**config.mk**
```make
export PLATFORM = sky130hd
export DESIGN_NAME = timer_multi
export DESIGN_NICKNAME = d
export VERILOG_FILES = /design/src/rtl/timer_multi.sv
export SDC_FILE = /design/constraint.sdc
export NUM_CORES = 1
export LEC_CHECK = 0
export CORE_MARGIN = 2
export CORE_UTILIZATION = 56
export DETAILED_ROUTE_END_ITERATION = 8
export HOLD_SLACK_MARGIN = 0.06
export PLACE_DENSITY = 0.83
export SYNTH_ARGS = -nofsm -noshare
export SYNTH_HDL_FRONTEND = slang
export SYNTH_SLANG_ARGS = --single-unit
```
**constraint.sdc**
```tcl
create_clock -name clk_i -period 3.8 [get_ports clk_i]
set_clock_uncertainty 0.2 [all_clocks]
set_input_delay 0.38 -clock clk_i [delete_from_list [all_inputs] [get_ports clk_i]]
set_output_delay 0.38 -clock clk_i [all_outputs]
set_load 0.01 [all_outputs]
```
**src/rtl/timer_multi.sv**
```systemverilog
// timer_multi: memory-mapped timer with a prescaled free-running counter and
// NumChannels compare channels. Define TIMER_MULTI_PERIODIC_EN for periodic auto-reload.
module timer_multi #(
    parameter int unsigned NumChannels   = 4,
    parameter int unsigned DataWidth     = 32,
    parameter int unsigned AddressWidth  = 32,
    parameter int unsigned CounterWidth  = 64,
    parameter int unsigned PrescaleWidth = 12
) (
    input  logic                    clk_i,
    input  logic                    rst_i,
    input  logic                    timer_req_i,
    input  logic                    timer_we_i,
    input  logic [DataWidth/8-1:0]  timer_be_i,
    input  logic [AddressWidth-1:0] timer_addr_i,
    input  logic [DataWidth-1:0]    timer_wdata_i,
    output logic                    timer_rvalid_o,
    output logic [DataWidth-1:0]    timer_rdata_o,
    output logic                    timer_err_o,
    output logic                    timer_intr_o
);

    localparam int unsigned BeWidth = DataWidth / 8;
    localparam int unsigned HiWidth = CounterWidth - DataWidth;

    logic                     r_ctrl_en;
    logic [PrescaleWidth-1:0] r_prescale;
    logic [PrescaleWidth-1:0] r_pcnt;
    logic [CounterWidth-1:0]  r_mtime;
    logic [NumChannels-1:0]   r_intr_state;
    logic [NumChannels-1:0]   r_intr_enable;
    logic [CounterWidth-1:0]  r_cmp [NumChannels];
`ifdef TIMER_MULTI_PERIODIC_EN
    logic [DataWidth-1:0]     r_period [NumChannels];
    logic [NumChannels-1:0]   r_cfg_periodic;
    logic [NumChannels-1:0]   w_reload;
    logic [NumChannels-1:0]   w_wr_period;
    logic [NumChannels-1:0]   w_wr_cfg;
    logic [DataWidth-1:0]     w_period_rd;
    logic                     w_cfg_rd;
`else
    logic                     w_unused_sel;
`endif

    logic [9:0]              w_addr;
    logic [3:0]              w_chan_idx;
    logic                    w_chan_ok;
    logic [DataWidth-1:0]    w_be_mask;
    logic                    w_map_ok;
    logic                    w_wr;
    logic                    w_sel_ctrl;
    logic                    w_sel_prescale;
    logic                    w_sel_mtime_lo;
    logic                    w_sel_mtime_hi;
    logic                    w_sel_istate;
    logic                    w_sel_ienable;
    logic                    w_sel_cmp_lo;
    logic                    w_sel_cmp_hi;
    logic                    w_sel_period;
    logic                    w_sel_cfg;
    logic [NumChannels-1:0]  w_wr_cmp_lo;
    logic [NumChannels-1:0]  w_wr_cmp_hi;
    logic [NumChannels-1:0]  w_hit;
    logic [NumChannels-1:0]  w_w1c;
    logic [CounterWidth-1:0] w_cmp_rd;
    logic [DataWidth-1:0]    w_rdata;
    logic                    w_unused_addr;

    function automatic logic [DataWidth-1:0] f_merge(input logic [DataWidth-1:0] old_v,
                                                     input logic [DataWidth-1:0] new_v,
                                                     input logic [DataWidth-1:0] mask);
        return (old_v & ~mask) | (new_v & mask);
    endfunction

    assign w_addr        = timer_addr_i[9:0];
    assign w_chan_idx    = w_addr[7:4];
    assign w_chan_ok     = 32'(w_chan_idx) < NumChannels;
    assign w_unused_addr = ^timer_addr_i[AddressWidth-1:10];

    for (genvar b = 0; b < BeWidth; b++) begin : g_be
        assign w_be_mask[8*b +: 8] = {8{timer_be_i[b]}};
    end

    // Address decode: misaligned, unmapped and out-of-range channel accesses are errors.
    always_comb begin
        w_map_ok       = 1'b0;
        w_sel_ctrl     = 1'b0;
        w_sel_prescale = 1'b0;
        w_sel_mtime_lo = 1'b0;
        w_sel_mtime_hi = 1'b0;
        w_sel_istate   = 1'b0;
        w_sel_ienable  = 1'b0;
        w_sel_cmp_lo   = 1'b0;
        w_sel_cmp_hi   = 1'b0;
        w_sel_period   = 1'b0;
        w_sel_cfg      = 1'b0;
        if (w_addr[1:0] == 2'b00) begin
            if (w_addr[9:8] == 2'b00) begin
                w_map_ok = 1'b1;
                case (w_addr[7:2])
                    6'd0:    w_sel_ctrl     = 1'b1;
                    6'd1:    w_sel_prescale = 1'b1;
                    6'd2:    w_sel_mtime_lo = 1'b1;
                    6'd3:    w_sel_mtime_hi = 1'b1;
                    6'd4:    w_sel_istate   = 1'b1;
                    6'd5:    w_sel_ienable  = 1'b1;
                    default: w_map_ok       = 1'b0;
                endcase
            end else if (w_addr[9:8] == 2'b01 && w_chan_ok) begin
                w_map_ok = 1'b1;
                case (w_addr[3:2])
                    2'd0:    w_sel_cmp_lo = 1'b1;
                    2'd1:    w_sel_cmp_hi = 1'b1;
                    2'd2:    w_sel_period = 1'b1;
                    default: w_sel_cfg    = 1'b1;
                endcase
            end
        end
    end

    assign w_wr  = timer_req_i & timer_we_i & w_map_ok;
    assign w_w1c = (w_wr && w_sel_istate) ? NumChannels'(timer_wdata_i & w_be_mask) : '0;

    // Per-channel write strobes, read selection and hit detection.
    always_comb begin
        w_wr_cmp_lo = '0;
        w_wr_cmp_hi = '0;
        w_cmp_rd    = '0;
        w_hit       = '0;
`ifdef TIMER_MULTI_PERIODIC_EN
        w_wr_period = '0;
        w_wr_cfg    = '0;
        w_period_rd = '0;
        w_cfg_rd    = 1'b0;
        w_reload    = '0;
`endif
        for (int n = 0; n < NumChannels; n++) begin
            w_hit[n] = r_mtime >= r_cmp[n];
`ifdef TIMER_MULTI_PERIODIC_EN
            w_reload[n] = w_hit[n] & r_cfg_periodic[n] & (|r_period[n]);
`endif
            if (w_chan_idx == 4'(n)) begin
                w_wr_cmp_lo[n] = w_wr & w_sel_cmp_lo;
                w_wr_cmp_hi[n] = w_wr & w_sel_cmp_hi;
                w_cmp_rd       = r_cmp[n];
`ifdef TIMER_MULTI_PERIODIC_EN
                w_wr_period[n] = w_wr & w_sel_period;
                w_wr_cfg[n]    = w_wr & w_sel_cfg;
                w_period_rd    = r_period[n];
                w_cfg_rd       = r_cfg_periodic[n];
`endif
            end
        end
    end

    // Read data multiplexer; unimplemented high bits read as zero.
    always_comb begin
        w_rdata = '0;
        if (w_sel_ctrl)          w_rdata = DataWidth'(r_ctrl_en);
        else if (w_sel_prescale) w_rdata = DataWidth'(r_prescale);
        else if (w_sel_mtime_lo) w_rdata = r_mtime[DataWidth-1:0];
        else if (w_sel_mtime_hi) w_rdata = DataWidth'(r_mtime[CounterWidth-1:DataWidth]);
        else if (w_sel_istate)   w_rdata = DataWidth'(r_intr_state);
        else if (w_sel_ienable)  w_rdata = DataWidth'(r_intr_enable);
        else if (w_sel_cmp_lo)   w_rdata = w_cmp_rd[DataWidth-1:0];
        else if (w_sel_cmp_hi)   w_rdata = DataWidth'(w_cmp_rd[CounterWidth-1:DataWidth]);
`ifdef TIMER_MULTI_PERIODIC_EN
        else if (w_sel_period)   w_rdata = w_period_rd;
        else if (w_sel_cfg)      w_rdata = DataWidth'(w_cfg_rd);
`endif
    end

`ifndef TIMER_MULTI_PERIODIC_EN
    assign w_unused_sel = w_sel_period | w_sel_cfg;
`endif

    always_ff @(posedge clk_i) begin
        if (rst_i) begin
            timer_rvalid_o <= 1'b0;
            timer_err_o    <= 1'b0;
            timer_rdata_o  <= '0;
        end else begin
            timer_rvalid_o <= timer_req_i;
            timer_err_o    <= timer_req_i & ~w_map_ok;
            timer_rdata_o  <= (timer_req_i && !timer_we_i && w_map_ok) ? w_rdata : '0;
        end
    end

    // Register file, prescaler, counter and channel state.
    always_ff @(posedge clk_i) begin
        if (rst_i) begin
            r_ctrl_en     <= 1'b0;
            r_prescale    <= '0;
            r_pcnt        <= '0;
            r_mtime       <= '0;
            r_intr_state  <= '0;
            r_intr_enable <= '0;
            for (int n = 0; n < NumChannels; n++) begin
                r_cmp[n] <= '1;
`ifdef TIMER_MULTI_PERIODIC_EN
                r_period[n] <= '0;
`endif
            end
`ifdef TIMER_MULTI_PERIODIC_EN
            r_cfg_periodic <= '0;
`endif
        end else begin
            if (w_wr && w_sel_ctrl && timer_be_i[0]) begin
                r_ctrl_en <= timer_wdata_i[0];
            end
            if (w_wr && w_sel_prescale) begin
                r_prescale <= PrescaleWidth'(f_merge(DataWidth'(r_prescale), timer_wdata_i, w_be_mask));
            end
            if (w_wr && w_sel_ienable) begin
                r_intr_enable <= NumChannels'(f_merge(DataWidth'(r_intr_enable), timer_wdata_i,
                                                      w_be_mask));
            end
            // Hardware set takes priority over a simultaneous W1C.
            r_intr_state <= (r_intr_state & ~w_w1c) | w_hit;

            // A software load of either half restarts the prescaler and suppresses the tick.
            if (w_wr && (w_sel_mtime_lo || w_sel_mtime_hi)) begin
                r_pcnt <= '0;
                if (w_sel_mtime_lo) begin
                    r_mtime[DataWidth-1:0] <= f_merge(r_mtime[DataWidth-1:0], timer_wdata_i,
                                                      w_be_mask);
                end else begin
                    r_mtime[CounterWidth-1:DataWidth] <= HiWidth'(f_merge(
                        DataWidth'(r_mtime[CounterWidth-1:DataWidth]), timer_wdata_i, w_be_mask));
                end
            end else if (r_ctrl_en) begin
                if (r_pcnt == r_prescale) begin
                    r_pcnt  <= '0;
                    r_mtime <= r_mtime + CounterWidth'(1);
                end else begin
                    r_pcnt <= r_pcnt + PrescaleWidth'(1);
                end
            end

            for (int n = 0; n < NumChannels; n++) begin
`ifdef TIMER_MULTI_PERIODIC_EN
                if (w_wr_period[n]) begin
                    r_period[n] <= f_merge(r_period[n], timer_wdata_i, w_be_mask);
                end
                if (w_wr_cfg[n] && timer_be_i[0]) begin
                    r_cfg_periodic[n] <= timer_wdata_i[0];
                end
`endif
                if (w_wr_cmp_lo[n] || w_wr_cmp_hi[n]) begin
                    if (w_wr_cmp_lo[n]) begin
                        r_cmp[n][DataWidth-1:0] <= f_merge(r_cmp[n][DataWidth-1:0],
                                                           timer_wdata_i, w_be_mask);
                    end
                    if (w_wr_cmp_hi[n]) begin
                        r_cmp[n][CounterWidth-1:DataWidth] <= HiWidth'(f_merge(
                            DataWidth'(r_cmp[n][CounterWidth-1:DataWidth]), timer_wdata_i,
                            w_be_mask));
                    end
                end
`ifdef TIMER_MULTI_PERIODIC_EN
                else if (w_reload[n]) begin
                    r_cmp[n] <= r_cmp[n] + CounterWidth'(r_period[n]);
                end
`endif
            end
        end
    end

    assign timer_intr_o = |(r_intr_state & r_intr_enable);

endmodule

```
# Word level (Yosys, flattened, before mapping)
# Memory sizes are Yosys's and may differ from the RTL's.
# Index checks and enable logic that the tools add are counted.
# totals
regBits,131
ram_bits,256
input_bits,72
out_inout_bits,35
elab_cells,207
mem_count,1
# op_classes
n_addsub,2
order_cmp,5
n_eq_ne,13
muxes,99
bitwise,45
reduce_logical,30
# memory_table
name,words,word_bits,read_ports,rd_clocked_by_memory_dff,wr,line_no,source
r_cmp,4,64,4,0,4,32,logic [CounterWidth-1:0] r_cmp [NumChannels];
# op_table
op,count
two-way mux 32 bit,16
two-way mux 64 bit,7
AND 32 bit,11
OR 32 bit,10
greater-or-equal comparator 64 bit,4
two-way mux 1 bit,73
"adder 64 x 1 -> 64 bit, second input constant",1
inverter 32 bit,1
two-way mux 12 bit,2
"adder 12 x 1 -> 12 bit, second input constant",1
AND 12 bit,1
AND 4 bit,3
equality test 12 bit,1
"equality test 6 x 2 -> 1 bit, second input constant",2
"equality test 6 x 3 -> 1 bit, second input constant",2
OR 12 bit,1
logical AND 1 bit,9
"equality test 4 x 2 -> 1 bit, second input constant",2
OR 1 bit,8
OR 4 bit,2
OR reduction 4 bit,2
"equality test 6 x 1 -> 1 bit, second input constant",1
logical NOT 2 bit,3
logical NOT 6 bit,1
other kinds (16),30

# Logic depth before layout (Yosys ltp)
# depth
ltp_word,13
mapped_depth,10
ltp_nobuf,9

# Worst setup path after synthesis
# Ideal clock, no wire load.
# synth_timing
path_kind,input -> register
startpoint,input port timer_addr_i[6]
endpoint,"memory r_cmp[2][0], enable pin"
t_arrival_ns,3.190
slack_ns,-0.018
path_stages,7
cell_sequence,nor2_1 -> clkbuf_1 -> and3_1 -> clkbuf_1 -> buf_1 -> nand3_1 -> o21bai_1
# synth_rtl
item,line_no,source
"start, declared",15,"input logic [AddressWidth-1:0] timer_addr_i,"
"end, declared",32,

==> run_results.csv <==
group,metric,value,unit
die,ioPinCount,107,
sta,finalSetupViolations,1,
worst_setup_path,crit_arrival,4140,ps
grt,grt_pass1_wl,140,mm
synth,synth_xor_area_share,0.752,%
die,die_x,218,µm
synth,synth.net_count,3028,
sta,timing.final.ws_setup,-13.3,ps
grt,grt_pass1_vias,23300,
worst_hold_path,worstHoldStart,"timer_be_i[1]",
cts,htree_levels,2,
synth,yosys.area_share.simple,12.4,%
drt,vias,24000,
finish,final_nets,3114,
synth,synth_edf_count,256,
die,core_area,0.0453,mm²
drt,drtAntennaViolNets,0,
worst_setup_path,cp_slowest_cell,"o21ai_0",
worst_setup_path,cp_common_cell,"o21ai_0",
finish,fill_cells,3622,
drt,via_per_inst,7.01,
synth,syn_avg_cell_area,9.50,µm²
synth,ys_warn_count,0,
cts,cts-root-buf,"clkbuf_16",
finish,final_common_cell,"o211ai_1",
finish,layout-drive-gt1-share,9.18,%
synth,synth_async_sr_flop_share,0,%
placement,port_buffers,84,
worst_setup_path,startpoint_type,"flop",
synth,synthDistinctLibCells,79,
synth,synthAdderAreaFrac,12.6,%
worst_setup_path,required,4120,ps
status,violations,"negative setup slack",
sta,max_freq,262,MHz
die,die_area,0.0475,mm²
cts,clock_latency,610,ps
grt,antenna_found_initial,4,
cts,clk_pin_slew,60,ps
synth,netlist_area,0.0256,mm²
finish,multi_input_area,0.0138,mm²
die,rows,78,
finish,seq_area,0.0103,mm²
worst_setup_path,worstSetupPathType,"reg2reg",
sta,rsz0062_at_grt,"false",
sta,period_share,100,%
synth,synth_top_family_by_area,"compound AO/OA/AOI/OAI gates",
cts,cts.sinks,387,
die,die_h,218,µm
finish,post-route-util,64.2,%
synth,synth_seq_area_share,40.2,%
grt,overflow,0,
placement,dp_hpwl,66.6,mm
synth,synth_compound_area_share,22.9,%
finish,final_cell_mix,"o211ai_1, inv_1, ha_1",
power_and_ir_drop,ir_drop,417,µV
sta,hold_viol,0,
worst_hold_path,hold-path-cell-count,3,
cts,cts_setup_buffers,0,
power_and_ir_drop,power.density,323,mW/mm²
grt,grt_max_degree,58,
sta,layout_min_cycle_time,3810,ps
power_and_ir_drop,power.leakage,0.0129,µW
placement,gp_congestion,0.995,
drt,post-route-drc-count,0,
finish,syn_to_final_growth,13.4,%
worst_hold_path,holdCritPathClass,"in2reg",
run,maxCapViolCount,0,
drt,drt-total-wl,92.6,mm
synth,ys.flop_type,"edfxtp_1",
sta,max_slew_margin,17.1,%
worst_setup_path,worstSetupEndpointType,"flop",
power_and_ir_drop,total_power,9380,µW
synth,synth_mux_area_share,4.83,%
cts,cts_made_buffers,44,
worst_setup_path,path_cells,"inv_1, ha_1, nand2b_1, a2111oi_0, buf_4, o31ai_1, a31oi_1, o21ai_0, a21oi_1, o21ai_0",
cts,clock_path_buffers,3,
sta,tightest_slew,1240,ps
drt,routedWlPerCell,27.1,µm
grt,grt_use_total,38.9,%
synth,synth-seq-cells,387,
worst_setup_path,crit_path_max_fanout,4,
drt,dr.pass1.iters,6,
worst_setup_path,cp_slowest_stage_delay,920,ps
worst_setup_path,r2r_cells,10,
cts,cts_tree,"built",
die,initial_core_util,56.6,%
synth,synthCells,2698,
sta,drv_slew,0,
status,status,"complete, but fails checks",
drt,drt_iter0_drc,3658,
-- final cells by class --
class / count / share of cell area [%]
antenna: 1 / 0.00861
clock buffer: 64 / 4.38
clock inverter: 18 / 0.564
inverter: 262 / 3.39
multi-input combinational: 1891 / 47.6
sequential: 387 / 35.5
tap: 600 / 2.58
timing repair buffer: 198 / 6.04
-- power breakdown --
part / total [µW] / switching (µW) / internal [µW]
Combinational: 543 / 400 / 143
Sequential: 4480 / 5.58 / 4470
Clock: 4360 / 1830 / 2530
Total: 9380 / 2230 / 7140
-- cell families (layout without fill, tap and decap cells) --
| group | Yosys count | count (layout) |
|---|---|---|
| and+or+nand+nor | 654 | 654 |
| AOI/OAI and AO/OA | 880 | 880 |
| buffers and inverters | 420 | 542 |
| DFF | 387 | 387 |
| adders and majority gates | 258 | 258 |
| other | 0 | 1 |
| xor gates and xnor gates | 22 | 22 |
| muxes | 77 | 77 |
-- cells in the mapped netlist, drive strengths merged, types with 4 or more instances --
| cell | n | area [µm²] |
|---|---|---|
| a2111oi | 11 | 96.3 |
| o41ai | 6 | 52.6 |
| nor4 | 20 | 140 |
| o221ai | 22 | 193 |
| nor2 | 163 | 614 |
| a211oi | 30 | 225 |
| o21bai | 12 | 90.1 |
| nand2 | 205 | 769 |
| a21oi | 205 | 1030 |
| and4 | 10 | 92.6 |
| a22oi | 7 | 52.6 |
| a41o | 5 | 50.1 |
| and3 | 25 | 156 |
| or3 | 11 | 68.8 |
| nand2b | 12 | 75.1 |
| or4 | 11 | 86.3 |
| a31oi | 19 | 119 |
| a22o | 7 | 61.3 |
| o211a | 14 | 140 |
| o22ai | 27 | 169 |
| o31ai | 11 | 82.6 |
| mux2i | 37 | 370 |
| nand4 | 46 | 303 |
| dfxtp | 131 | 2620 |
| nor2b | 8 | 50.1 |
| inv | 262 | 983 |
| a41oi | 6 | 52.6 |
| edfxtp | 256 | 7690 |
| xor2 | 19 | 166 |
| o21ai | 139 | 696 |
| o21a | 13 | 97.6 |
| nor3 | 41 | 226 |
| a21o | 41 | 308 |
| ha | 258 | 3230 |
| nand3 | 67 | 335 |
| nor4b | 5 | 50.0 |
| a221oi | 10 | 87.6 |
| o211ai | 266 | 2000 |
| clkbuf | 124 | 465 |
| mux4 | 37 | 833 |
| buf | 34 | 159 |
| and2 | 17 | 106 |
| nor3b | 4 | 30.0 |
-- path summary, 6_finish.rpt --
| check | to | slack [ps] |
|---|---|---|
| min reg2reg | timer_rdata_o[0] | 340 |
| max | r_intr_state[1] | -10 |
| min | flop | 180 |
| max reg2reg | r_intr_state[1] | -10 |
-- per-stage QoR --
step	cells	area, µm²	setup slack (ps)	TNS (ps)	hold slack, ps
finish	3421	29100	-13.3	-13.3	177
global route	3420	29100	59.3	0	233
CTS	3420	29100	373	0	173
detailed placement	3337	27600	148	0	323
global placement	3337	27600	293	0	307
floorplan	2698	25600	-18.3	-789	258
-- critical path: cells and delay by family, from the launching register on --
family | cells | cell delay, ps
compound gates | 6 | 2450
flops | 1 | 360
fa+ha+maj | 1 | 300
buf+inv | 2 | 290
simple gates | 1 | 130
-- metal layers --
metal	track usage (%)	wire, µm	vias up
met5	0	27	-
met2	57.5	39300	1838
met3	10.4	13300	442
met4	24.1	6260	4
li1	-	-	10400
met1	50.6	33700	11300
-- what timing repair did --
action / in CTS / in global routing
hold endpoints to repair: 21 / 0
hold buffers: 1 / 0
resized for setup: 0 / 0
(Power assumes the default switching activity.)
